**src/rtl/router_reg.sv**
```systemverilog
// Datapath/register slice of a 1x3 packet router: header latch, FIFO stall buffer, byte stream and parity check.
// Optional parity checking is built when ROUTER_REG_PARITY_ERR_EN is defined; otherwise err is tied low.
module router_reg #(
   parameter int DATA_WIDTH = 8
) (
   input  logic                  clock,
   input  logic                  resetn,
   input  logic                  pkt_valid,
   input  logic [DATA_WIDTH-1:0] data_in,
   input  logic                  fifo_full,
   input  logic                  detect_add,
   input  logic                  ld_state,
   input  logic                  laf_state,
   input  logic                  full_state,
   input  logic                  lfd_state,
   input  logic                  rst_int_reg,
   output logic                  err,
   output logic                  parity_done,
   output logic                  low_pkt_valid,
   output logic [DATA_WIDTH-1:0] dout
);

   logic [DATA_WIDTH-1:0] header_q, header_d;
   logic [DATA_WIDTH-1:0] full_byte_q, full_byte_d;
   logic [DATA_WIDTH-1:0] dout_q, dout_d;
   logic                  low_pkt_valid_q, low_pkt_valid_d;
   logic                  parity_done_q, parity_done_d;

   // Address 2'b11 has no output port, so such a header is never latched.
   always_comb begin
      header_d = header_q;
      if (detect_add && pkt_valid && (data_in[1:0] != 2'b11))
         header_d = data_in;
   end

   always_comb begin
      dout_d = dout_q;
      if (lfd_state)
         dout_d = header_q;
      else if (ld_state && !fifo_full)
         dout_d = data_in;
      else if (laf_state)
         dout_d = full_byte_q;
   end

   // One-byte park slot: the byte offered while the FIFO was full is replayed in LOAD_AFTER_FULL.
   always_comb begin
      full_byte_d = full_byte_q;
      if (ld_state && fifo_full)
         full_byte_d = data_in;
   end

   always_comb begin
      low_pkt_valid_d = low_pkt_valid_q;
      if (rst_int_reg)
         low_pkt_valid_d = 1'b0;
      else if (ld_state && !pkt_valid)
         low_pkt_valid_d = 1'b1;
   end

   // A parity byte parked in full_byte completes the packet when it is replayed.
   always_comb begin
      parity_done_d = parity_done_q;
      if (detect_add)
         parity_done_d = 1'b0;
      else if (ld_state && !fifo_full && !pkt_valid)
         parity_done_d = 1'b1;
      else if (laf_state && low_pkt_valid_q && !parity_done_q)
         parity_done_d = 1'b1;
   end

   always_ff @(posedge clock or posedge resetn) begin
      if (resetn) begin
         header_q        <= '0;
         full_byte_q     <= '0;
         dout_q          <= '0;
         low_pkt_valid_q <= 1'b0;
         parity_done_q   <= 1'b0;
      end else begin
         header_q        <= header_d;
         full_byte_q     <= full_byte_d;
         dout_q          <= dout_d;
         low_pkt_valid_q <= low_pkt_valid_d;
         parity_done_q   <= parity_done_d;
      end
   end

`ifdef ROUTER_REG_PARITY_ERR_EN
   logic [DATA_WIDTH-1:0] int_parity_q, int_parity_d;
   logic [DATA_WIDTH-1:0] pkt_parity_q, pkt_parity_d;
   logic                  err_q, err_d;

   always_comb begin
      int_parity_d = int_parity_q;
      if (detect_add)
         int_parity_d = '0;
      else if (lfd_state)
         int_parity_d = int_parity_q ^ header_q;
      else if (ld_state && pkt_valid && !full_state)
         int_parity_d = int_parity_q ^ data_in;
   end

   always_comb begin
      pkt_parity_d = pkt_parity_q;
      if (detect_add)
         pkt_parity_d = '0;
      else if (ld_state && !pkt_valid && !fifo_full)
         pkt_parity_d = data_in;
   end

   // Compared off the registered parity_done, so err lands one cycle after it.
   always_comb begin
      err_d = err_q;
      if (detect_add)
         err_d = 1'b0;
      else if (parity_done_q)
         err_d = (int_parity_q != pkt_parity_q);
   end

   always_ff @(posedge clock or posedge resetn) begin
      if (resetn) begin
         int_parity_q <= '0;
         pkt_parity_q <= '0;
         err_q        <= 1'b0;
      end else begin
         int_parity_q <= int_parity_d;
         pkt_parity_q <= pkt_parity_d;
         err_q        <= err_d;
      end
   end

   assign err = err_q;
`else
   logic unused_full_state;
   assign unused_full_state = full_state;
   assign err               = 1'b0;
`endif

   assign dout          = dout_q;
   assign parity_done   = parity_done_q;
   assign low_pkt_valid = low_pkt_valid_q;

endmodule

```
**config.mk**
```make
export PLATFORM = sky130hd
export DESIGN_NAME = router_reg
export DESIGN_NICKNAME = d
export VERILOG_FILES = /design/src/rtl/router_reg.sv
export SDC_FILE = /design/constraint.sdc
export NUM_CORES = 1
export LEC_CHECK = 0
export BUFFER_PORTS_ARGS = -buffer_cell sky130_fd_sc_hd__buf_2
export CAP_MARGIN = 20
export CORE_ASPECT_RATIO = 1.4
export CORE_MARGIN = 4
export CORE_UTILIZATION = 47
export CTS_CLUSTER_DIAMETER = 200
export CTS_CLUSTER_SIZE = 10
export DETAILED_ROUTE_END_ITERATION = 10
export PLACE_DENSITY = 0.76
export SYNTH_ARGS = -nofsm -noshare
export SYNTH_HDL_FRONTEND = slang
export SYNTH_SLANG_ARGS = --single-unit
```
**constraint.sdc**
```tcl
create_clock -name clock -period 1 [get_ports clock]
set_clock_uncertainty 0.2 [all_clocks]
set_input_delay 0.15 -clock clock [delete_from_list [all_inputs] [get_ports clock]]
set_output_delay 0.15 -clock clock [all_outputs]
set_load 0.01 [all_outputs]
```
==> results.toml <==
[detailed_routing]
wirelength_um = 2660
drtIter0Drc = 20
first_pass_iters = 4
wl_per_cell_um = 14.9
drc = 0
vias = 918
antenna_left = 0
viasPerCell = 5.13

[setup_path]
cp_max_fo = 2
worst_path_dominant_cell_family = "flip-flops"
criticalPathCategory = "reg -> out"
slowest_stage = "dfrtp_1"
max_stage_delay_ps = 420
cp.arrival_ps = 970
crit_path_end_kind = "primary output"
start_kind = "flop"
critPathBufInv = 2
crit_chain = "buf_6 -> buf_6"
cp.required_ps = 650
crit_top_cell = "buf_6"

[logic_synthesis]
synth.distinct_cells = 21
synth_edf_count = 0
synth.area.top_cells = "dfrtp_1 50%, a211oi_2 7.7%, o31ai_2 7.7%"
synth-warning-count = 0
async_flop_share_pct = 100
synth_most_common_cell = "dfrtp_1"
synth_top_area_share_pct = 50.3
syn_nets = 120
ys_ff_latch = 26
syn-mean-instance-area_um2 = 12.7
yosysTopAreaCell = "dfrtp_1"
synth.cell_area_um2 = 1290
syn_inst = 102
synth.yosys.seq_area_share_pct = 50.3
synth_ff_type = "dfrtp_1"
synth_common_cells = "26 x dfrtp_1, 12 x nor2_1"

[final_layout]
syn_to_final_growth_pct = 32.7
n_antenna_cell = 0
final_core_util_pct = 64.9
final_cells = 179
fin_nets = 162
n_fill_cell = 224
layout-drive-gt1-share_pct = 55.9

[die]
io_pins = 29
core_area_um2 = 2640
die_h_um = 70.1
num_rows = 22
start_util_pct = 48.9
die_x_um = 52.3
die_area_um2 = 3670

[clocking]
clk_pin_slew_ps = 150
clk_latency_ps = 320
cts_root_buf = "clkbuf_4"
cts_buffers = 3
holdBufCountCts = 4
htree_num_levels = 1
ctsLongestPathBuffers = 2
cts_tree = "built"
clock_sinks = 26

[power]
powerDensity_nw_per_um2 = 1550
p_leak_uw = 0.000805
ir_drop_mv = 1.02

[timing]
drv_slew = 0
setup_ws_ps = -320
setup_viol = 20
layout_min_cycle_time_ps = 1320
finalHoldViolCount = 19
rsz0062_at_grt = "yes"
post-route-period-util_pct = 132
clock.fmax_mhz = 758
hold_ws_ps = -120

[global_routing]
grt_max_degree = 27
antenna_found_initial = 0
grt_pass1_vias = 967
globalRouteTotalUtil_pct = 15.8
grt_pass1_wl_um = 4400
overflow = 0

[placement]
io_buffers = 26
dp.cells = 168
hpwl_um = 1890
globalplace.congestion = 0.824

[outcome]
violations = "hold timing, setup timing"
status = "finished, violations left"

[min_path]
hold_path_class = "in -> reg"

[flow_run]
max-cap-violations = 0
## sequential cells by signal (all words and copies together) (netlist names)
| signal | cells |
|---|---|
| header_q | 8 |
| low_pkt_valid | 1 |
| parity_done | 1 |
| dout | 8 |
| full_byte_q | 8 |
## what timing repair did
action | 4_1_cts | 5_1_grt
gates resized for setup | 3 | 6
buffers inserted | 1 | 2
endpoints found under the hold margin | 50 | 21
setup endpoints to repair | 20 | 22
pin swaps | 0 | 3
## cell usage in the layout, fill, tap and decap left out, drive strengths merged
master | synthesis | final
o22a | 2 | 2
nand2b | 1 | 1
dfrtp | 26 | 26
buf | 3 | 39
conb | 1 | 1
nor2 | 12 | 12
clkbuf | 3 | 3
mux2 | 14 | 14
a21o | 1 | 1
a211oi | 8 | 8
a21oi | 1 | 1
a221oi | 1 | 1
and2b | 1 | 1
bufinv | 0 | 1
inv | 2 | 2
nand2 | 10 | 10
nor2b | 8 | 8
dlygate4sd3 | 0 | 4
o31ai | 8 | 8
## power by group
group          internal [uW]  switching (uW)
clock                    405             311
combinational            371             277
sequential              1210            92.9
total                   1990             681
## logic make-up (layout without fill, tap and decap cells)
logic type	after synthesis	in the layout	synth area share, %
other cells	1	1	0.290
simple gates	32	32	12.3
compound gates	21	21	19.1
mux	14	14	13.9
buf+inv	8	49	4.07
flops	26	26	50.3
## final timing paths
kind / start / to / slack [ps] / cells past startpoint
setup / recovery: low_pkt_valid / low_pkt_valid / -320 / 2
hold / removal: data_in[2] / header_q[2] / -120 / 2
setup reg to reg: low_pkt_valid / parity_done / -270 / 4
hold reg to reg: header_q[7] / dout[7] / 300 / 2
max in group asynchronous: resetn / header_q[6] / 280 / 4
min in group asynchronous: resetn / header_q[5] / 170 / 4
## through the flow
step	power, uW	TNS [ps]	area [um^2]	hold WS, ps	setup slack, ps
floorplan	1700	-865	1310	-9.98	-114
global placement	1910	-4070	1560	-9.45	-210
detailed placement	1920	-4570	1560	-10.4	-256
CTS	2670	-3370	1680	-131	-326
global route	2810	-4390	1720	-143	-377
finish	2670	-3410	1720	-120	-320
## routing by layer
layer / GRT usage (%) / part of all wire (%) / vias to the layer above
met5: 0 / 0 / -
met3: 1.49 / 3.9 / 4
li1: - / - / 438
met1: 20.5 / 44 / 455
met4: 8.24 / 1.5 / 0
met2: 25.4 / 51 / 21
## area by class of cell
type	count	area, um^2	area share, %
sequential	26	651	37.9
tap	36	45.0	2.63
multi-input combinational	68	628	36.6
clock inverter	1	30.0	1.75
inverter	2	7.51	0.438
clock buffer	3	22.5	1.31
timing repair buffer	43	332	19.3
No activity file was read; power rests on OpenSTA's default activity.
